==> src/rtl/dyser_in_port_pkg.sv <==
// Shared types for the DySER input port: the buffered word (data plus valid/phi tag)
// and the system-level sizing knobs that normally come from dyser_config.v.
`ifndef DATA_WIDTH
`define DATA_WIDTH 32
`endif
`ifndef DYSER_INPORT_DEPTH
`define DYSER_INPORT_DEPTH 4
`endif

package dyser_in_port_pkg;

  localparam int DW            = `DATA_WIDTH;
  localparam int DEFAULT_DEPTH = `DYSER_INPORT_DEPTH;

  typedef struct packed {
    logic          valid;
    logic [DW:0]   data;
  } port_word_t;

  localparam int WORD_W = $bits(port_word_t);

endpackage

==> src/rtl/dyser_port_fifo.sv <==
// Generic DEPTH x W circular buffer with pointers, occupancy count and full/empty flags.
// Also exposes the entry after the head and the next-cycle count for registered consumers.
module dyser_port_fifo #(
  parameter int W     = 34,
  parameter int DEPTH = 4,
  parameter int AW    = 2
) (
  input  logic          clk,
  input  logic          rst_n,
  input  logic          clr_i,
  input  logic          push_i,
  input  logic          pop_i,
  input  logic [W-1:0]  wdata_i,
  output logic [W-1:0]  head_nxt_o,
  output logic [AW:0]   count_o,
  output logic [AW:0]   count_nxt_o,
  output logic          full_o,
  output logic          empty_o
);

  logic [W-1:0]  mem_q [DEPTH];
  logic [AW-1:0] rd_ptr_q, rd_ptr_d;
  logic [AW-1:0] wr_ptr_q, wr_ptr_d;
  logic [AW:0]   count_q, count_d;
  logic          push_ok, pop_ok;

  assign full_o  = (count_q == (AW+1)'(DEPTH));
  assign empty_o = (count_q == '0);
  assign push_ok = push_i & ~full_o & ~clr_i;
  assign pop_ok  = pop_i & ~empty_o & ~clr_i;

  always_comb begin
    rd_ptr_d = rd_ptr_q;
    wr_ptr_d = wr_ptr_q;
    count_d  = count_q;
    if (clr_i) begin
      rd_ptr_d = '0;
      wr_ptr_d = '0;
      count_d  = '0;
    end else begin
      if (push_ok) wr_ptr_d = wr_ptr_q + AW'(1);
      if (pop_ok)  rd_ptr_d = rd_ptr_q + AW'(1);
      case ({push_ok, pop_ok})
        2'b10:   count_d = count_q + (AW+1)'(1);
        2'b01:   count_d = count_q - (AW+1)'(1);
        default: count_d = count_q;
      endcase
    end
  end

  always_ff @(posedge clk or negedge rst_n) begin
    if (!rst_n) begin
      rd_ptr_q <= '0;
      wr_ptr_q <= '0;
      count_q  <= '0;
    end else begin
      rd_ptr_q <= rd_ptr_d;
      wr_ptr_q <= wr_ptr_d;
      count_q  <= count_d;
    end
  end

  // Storage needs no reset: entries are only read after being written.
  always_ff @(posedge clk) begin
    if (push_ok) mem_q[wr_ptr_q] <= wdata_i;
  end

  assign head_nxt_o  = mem_q[rd_ptr_q + AW'(1)];
  assign count_o     = count_q;
  assign count_nxt_o = count_d;

endmodule

==> src/rtl/dyser_in_port.sv <==
// Sender end of the DySER ready/credit link: buffers core operand words and presents the
// head word to the first fabric stage with registered ready/data/valid outputs.
module dyser_in_port
  import dyser_in_port_pkg::*;
#(
  parameter int ID    = 0,
  parameter int DEPTH = DEFAULT_DEPTH,
  parameter int AW    = 2
) (
  input  logic                   clk,
  input  logic                   rst_n,
  input  logic                   wr_en,
  input  logic [`DATA_WIDTH:0]   wr_data,
  input  logic                   wr_valid,
  output logic                   wr_rdy,
  input  logic                   flush,
  input  logic                   credit_in,
  output logic                   ready_out,
  output logic [`DATA_WIDTH:0]   data_out,
  output logic                   valid_out,
  output logic [AW:0]            count,
  output logic                   overflow
);

  if (AW != $clog2(DEPTH) || DEPTH < 2 || DEPTH > 16 || ID < 0) begin : g_bad_cfg
    $error("dyser_in_port: DEPTH must be a power of two in 2..16 with AW = log2(DEPTH)");
  end

  port_word_t  wr_word, nxt_word, out_q, out_d;
  logic        ready_q, ready_d;
  logic        overflow_q, overflow_d;
  logic        push, pop, full, empty;
  logic [AW:0] cnt, cnt_nxt;

  assign wr_word = '{valid: wr_valid, data: wr_data};
  assign push    = wr_en & ~full & ~flush;
  assign pop     = ready_q & credit_in & ~flush;

  dyser_port_fifo #(
    .W     (WORD_W),
    .DEPTH (DEPTH),
    .AW    (AW)
  ) u_fifo (
    .clk         (clk),
    .rst_n       (rst_n),
    .clr_i       (flush),
    .push_i      (push),
    .pop_i       (pop),
    .wdata_i     (wr_word),
    .head_nxt_o  (nxt_word),
    .count_o     (cnt),
    .count_nxt_o (cnt_nxt),
    .full_o      (full),
    .empty_o     (empty)
  );

  // The output register must already hold the next head after each edge: the incoming
  // word when the FIFO is (or becomes) otherwise empty, else the entry behind the popped head.
  always_comb begin
    out_d      = out_q;
    ready_d    = (cnt_nxt != '0);
    overflow_d = overflow_q | (wr_en & full);
    if (!flush) begin
      if (push && (empty || (pop && cnt == (AW+1)'(1)))) begin
        out_d = wr_word;
      end else if (pop && cnt > (AW+1)'(1)) begin
        out_d = nxt_word;
      end
    end
  end

  always_ff @(posedge clk or negedge rst_n) begin
    if (!rst_n) begin
      out_q      <= '0;
      ready_q    <= 1'b0;
      overflow_q <= 1'b0;
    end else begin
      out_q      <= out_d;
      ready_q    <= ready_d;
      overflow_q <= overflow_d;
    end
  end

  assign wr_rdy    = ~full;
  assign ready_out = ready_q;
  assign data_out  = out_q.data;
  assign valid_out = out_q.valid;
  assign count     = cnt;
  assign overflow  = overflow_q;

endmodule

==> config.mk <==
export PLATFORM = sky130hd
export DESIGN_NAME = dyser_in_port
export DESIGN_NICKNAME = d
export VERILOG_FILES = /design/src/rtl/dyser_in_port_pkg.sv /design/src/rtl/dyser_port_fifo.sv /design/src/rtl/dyser_in_port.sv
export SDC_FILE = /design/constraint.sdc
export NUM_CORES = 1
export LEC_CHECK = 0
export CAP_MARGIN = 0
export CELL_PAD_IN_SITES_DETAIL_PLACEMENT = 1
export CELL_PAD_IN_SITES_GLOBAL_PLACEMENT = 1
export CORE_ASPECT_RATIO = 0.5
export CORE_MARGIN = 4
export CORE_UTILIZATION = 44
export DETAILED_ROUTE_END_ITERATION = 8
export DONT_BUFFER_PORTS = 1
export GPL_TIMING_DRIVEN = 0
export MAX_ROUTING_LAYER = met4
export PLACE_DENSITY = 0.69
export SLEW_MARGIN = 15
export SYNTH_ARGS = -nofsm -noshare
export SYNTH_HDL_FRONTEND = slang
export SYNTH_SLANG_ARGS = --single-unit
==> constraint.sdc <==
create_clock -name clk -period 2.7 [get_ports clk]
set_input_delay 0.54 -clock clk [delete_from_list [all_inputs] [get_ports clk]]
set_output_delay 0.54 -clock clk [all_outputs]
set_load 0.005 [all_outputs]
* Word level (Yosys, flattened, before mapping)
Memory sizes are Yosys's and may differ from the RTL's.
Index checks and enable logic that the tools add are counted.
W data, S select, Z words.
** Word-level totals
- Flip-flop bits (word level) :: 43
- RAM bits :: 136
- Logic and storage cells :: 50
- Memories :: 1
** Memory list
- u_fifo.mem_q :: depth 4, width 34, rd ports 1, clocked after memory_dff 0, wr ports 1, line dyser_port_fifo.sv:21 : logic [W-1:0] mem_q [DEPTH];
** Cells by class
- Add/sub/neg operators :: 4
- Order comparisons :: 1
- Equality and inequality tests :: 4
- Mux-type cells :: 10
- Bitwise gates (word level) :: 13
- Reductions and logical operators :: 10
** Operators by type and width (count)
- $mux W34 :: 2
- $and A1 B1 Y1 :: 9
- $mux W2 :: 4
- $pmux W3 S2 :: 1
- $reduce_bool A2 Y1 :: 3
- $add A2 B1 Y2 const B :: 2
- $add A3 B1 Y3 const B :: 1
- $eq A3 B1 Y1 const B :: 1
- $eq A3 B3 Y1 const B :: 1
- $gt A3 B1 Y1 const B :: 1
- $logic_and A1 B1 Y1 :: 3
- $logic_not A3 Y1 :: 1
- $mux W3 :: 1
- $not A1 Y1 :: 3
- $reduce_bool A3 Y1 :: 1
- $sub A3 B1 Y3 const B :: 1
- $eq A2 B1 Y1 const B :: 1
- $eq A2 B2 Y1 const B :: 1
- $mux W1 :: 2
- $reduce_and A2 Y1 :: 1
- $logic_or A1 B1 Y1 :: 1
- $or A1 B1 Y1 :: 1

* Longest topological paths before layout
- Depth in word-level cells :: 10
- Depth in mapped cells :: 10
- Depth with buffers taken out :: 9

* By module
From an unflattened synthesis, not the netlist that was laid out.
** Unflattened totals
- Cell total of the unflattened synthesis :: 436
- Area total of the unflattened synthesis :: 7259.5 µm²
** Modules (own cells, without submodules)
- dyser_port_fifo :: instances 1, cells an instance 225, area an instance 5422.7 µm²
- dyser_in_port :: instances 1, cells an instance 211, area an instance 1836.8 µm²

* Worst setup path before layout
No wires, ideal clock.
- Path type :: register to register
- Start point :: reg u_fifo.count_q[0], in the netlist u_fifo.count_o[0]
- End point :: mem u_fifo.mem_q[0][0], enable pin
- Arrival time :: 1.990 ns
- Setup slack :: 0.316 ns
- Stages on the path, launching flop included :: 7
- Path through :: dfrtp_1 -> inv_1 -> ha_1 -> nand2_1 -> and3_1 -> clkbuf_1 -> and2_1
** On the way
- Longest elaborated chain between the ends :: 8
** Ends and longest elaborated chain
- from (decl) :: line dyser_port_fifo.sv:24 : logic [AW:0] count_q, count_d;
- from (signal assigned) :: line dyser_port_fifo.sv:59 : count_q <= count_d;
- $eq A3 B3 Y1 (*) :: line dyser_port_fifo.sv:27 : assign full_o = (count_q == (AW+1)'(DEPTH));
- $not A1 Y1 (*)
- named net wr_rdy :: line dyser_in_port.sv:15 : output logic wr_rdy,
- $and A1 B1 Y1 (2 in series) :: line dyser_in_port.sv:36 : assign push = wr_en & ~full & ~flush;
- $and A1 B1 Y1 (*) (2 in series) :: line dyser_port_fifo.sv:29 : assign push_ok = push_i & ~full_o & ~clr_i;
- $mux W1 (*) :: line dyser_port_fifo.sv:65 : if (push_ok) mem_q[wr_ptr_q] <= wdata_i;
- $mux W1 (not written as such) (*) :: line dyser_port_fifo.sv:65
- to (decl) :: line dyser_port_fifo.sv:21
Mark *: on every way through the listed nets, which the timed path passes. The rest lies on a longest branch.

* Worst setup path after layout
- Start point :: reg u_fifo.count_q[0], in the netlist u_fifo.count_o[0]
- End point :: mem u_fifo.mem_q[2][32], enable pin
Same word-level chain as after synthesis.

==> impl_metrics.yaml <==
outcome:
  status: "completed"
clocking:
  cts_buffers: 17
  cts_tree: "done"
  cts.sinks: 179
  h-tree-depth: 4
  cts.clk_slew.worst_paths_ns: 0.07
  clockBufferDepth: 2
  cts_root_buf: "clkbuf_16"
  clkLatencyLatePin_ns: 0.43
critical_path:
  cp-end-kind: "flop"
  crit_required_ns: 2.83
  critPathArrivalTime_ns: 2.62
  crit_type: "flop to flop"
  cp_max_fo: 18
  cp-start-kind: "flop"
layout:
  final_cell_count_no_fill: 714
  drive_above_1_share_pct: 18.7
  final.fill_count: 1551
  multi_input_area_sq_mm: 0.00198
  final_util_pct: 51.0
  seqCellArea_sq_mm: 0.00516
  nets: 523
  syn_to_final_growth_pct: 13.3
  fin_area_sq_mm: 0.00836
  antenna_cells: 0
die:
  initial_core_util_pct: 45.0
  core_area_sq_mm: 0.0164
  die_h_um: 99.6
  row_count: 33
  io-pin-count: 79
  fp.dieW_um: 191
  die_area_sq_mm: 0.0190
power:
  p_total_w: 0.00598
  powerDensity_mw_per_mm2: 715
  peakVddDrop_uv: 472
  p_leak_nw: 2.68
global_routing:
  grt_antenna_before_repair: 0
  grt_pass1_wl_um: 28200
  grt_max_degree: 44
  grt-ovfl-total: 0
  grt_pass1_vias: 4669
  grt_use_total_pct: 20.4
min_path:
  hp-class: "input port to flop"
synthesis:
  synth_compound_area_share_pct: 9.89
  synth_xor_area_share_pct: 0.119
  ys_ff_latch: 179
  ys_types: 38
  syn_inst: 449
  synthSimpleGateAreaFrac_pct: 4.31
  synth_mux_area_share_pct: 10.8
  synth_nets: 498
  syn_area_sq_mm: 0.00738
  async_flop_share_pct: 24.0
  synth_top_family_by_area: "multiplexers"
  synthFlopType: "edfxtp_1"
  synth_warnings: 0
  synthAdderAreaFrac_pct: 1.70
  syn_avg_cell_area_sq_um: 16.4
  yosysSeqAreaShare_pct: 70.0
  synth_edf_count: 136
route:
  avgRoutedWirePerCell_um: 25.3
  dr.pass1.iters: 4
  drt_iter0_drc: 307
  vias: 4271
  viasPerCell: 5.98
  routed_wl_um: 18100
  drc_errors: 0
  drtAntennaViolNets: 0
timing:
  slew_headroom_pct: 51.9
  layout_setup_ws_ns: 0.206
  max_freq_mhz: 401
  skew_ns: 0.00953
  worstMarginPinSlew_ns: 0.721
  drv_slew: 0
  period_needed_ns: 2.49
  hold_violations: 0
  period_share_pct: 92.4
  rsz0062_at_grt: "false"
  setup_viol: 0
placed_design:
  placed_area_sq_mm: 0.00776
  port_buffers: 0
  place_ws_ns: 0.184
  hpwl_um: 11500
  dp_cells: 680
  place_congestion: 0.738
flow_run:
  drv_cap: 0
[state kept, by name, indices dropped and copies added, names as in the netlist]
name / cells
u_fifo.mem_q: 136
data_out: 33
u_fifo.count_o: 3
u_fifo.rd_ptr_q: 2
u_fifo.wr_ptr_q: 2
overflow: 1
ready_out: 1
valid_out: 1
[cell usage in the layout, fill, tap and decap left out, types with 2 or more instances in the layout]
master / count
ha_1: 10
a21oi_1: 3
clkinv_1: 2
clkbuf_1: 27
nor2_1: 6
clkbuf_16: 17
a31oi_1: 34
and2_2: 4
inv_8: 2
mux2_2: 2
buf_16: 3
o21ai_0: 34
nand3_1: 34
dfrtp_1: 42
inv_1: 9
a22o_1: 2
a211oi_1: 34
buf_2: 6
inv_6: 3
or2_2: 2
buf_12: 2
and2_1: 2
clkinv_2: 2
buf_6: 5
nand2b_1: 4
edfxtp_1: 136
buf_4: 2
clkinv_4: 3
mux4_2: 34
[repair_timing]
item                                    4_1_cts  5_1_grt
endpoints found under the setup margin        0       18
hold buffers                                  2        0
gates resized for setup                       0        1
buffers inserted                              0        0
endpoints found under the hold margin        43        0
[synth_stat cells (2+ instances only)]
library cell,instances,area (sq um)
edfxtp_1,136,4080
dfrtp_1,43,1080
a211oi_1,34,255
a31oi_1,34,213
mux4_2,34,766
nand3_1,34,170
o21ai_0,34,170
clkbuf_1,25,93.8
ha_1,10,125
inv_1,9,33.8
and2_1,6,37.5
buf_2,6,30.0
nor2_1,6,22.5
buf_6,5,56.3
nand2b_1,4,25.0
a21oi_1,3,15.0
a22o_1,2,17.5
buf_4,2,15.0
mux2_2,2,22.5
or2_2,2,12.5
[routing by layer]
| metal | global-route usage (%) | part of all wire [%] |
|---|---|---|
| met1 | 27.1 | 44 |
| met2 | 31.2 | 49 |
| met3 | 5.89 | 6.7 |
| met4 | 5.85 | 0.90 |
| met5 | - | 0 |
[critical path, cell delays in order (launching register included)]
cell      delay (ns)
dfrtp_1         0.46
inv_1           0.10
ha_1            0.28
nand2_1         0.14
and3_1          0.17
clkbuf_1        0.19
and2_2          0.60
buf_16          0.24
[stage by stage]
step           hold slack, ns  setup TNS, ns
2_1_floorplan           0.244              0
3_3_place_gp            0.246         -80.74
3_5_place_dp            0.246              0
4_1_cts                 0.186              0
5_1_grt                 0.183              0
6_report                0.201              0
[where the power goes]
| part | internal (W) | switching, W | leakage [nW] | total, W |
|---|---|---|---|---|
| Combinational | 0.000139 | 0.000232 | 0.678 | 0.000371 |
| Sequential | 0.00313 | 0.000103 | 1.73 | 0.00323 |
| Clock | 0.00129 | 0.00108 | 0.274 | 0.00237 |
[cell families (layout without fill, tap and decap cells)]
group	count (synthesis)	count (layout)
DFF	179	179
AOI/OAI and AO/OA	114	114
and+or+nand+nor	59	59
buffers and inverters	49	87
muxes	37	37
adders and majority gates	10	10
xor gates and xnor gates	1	1
[final cells by class]
| type | instances | share of cell area, % |
|---|---|---|
| Inverter | 10 | 0.449 |
| Multi-Input combinational cell | 221 | 23.7 |
| Tap cell | 227 | 3.40 |
| Timing Repair Buffer | 6 | 1.59 |
| Clock buffer | 19 | 5.18 |
| Buffer | 39 | 2.38 |
| Clock inverter | 13 | 1.51 |
| Sequential cell | 179 | 61.8 |
[path summary, 6_finish.rpt]
check                                   from             endpoint  slack, ns  cells after the start
hold / removal                    wr_data[7]   u_fifo.mem_q[2][7]       0.20                      0
min in group asynchronous              rst_n    u_fifo.count_o[0]       0.62                      2
setup / recovery           u_fifo.count_o[0]  u_fifo.mem_q[2][32]       0.21                      7
max in group asynchronous              rst_n         data_out[21]       1.85                      2
setup reg to reg           u_fifo.count_o[0]  u_fifo.mem_q[2][32]       0.21                      7
hold reg to reg                     overflow             overflow       0.54                      1
Power figures use the tool's default switching activity.
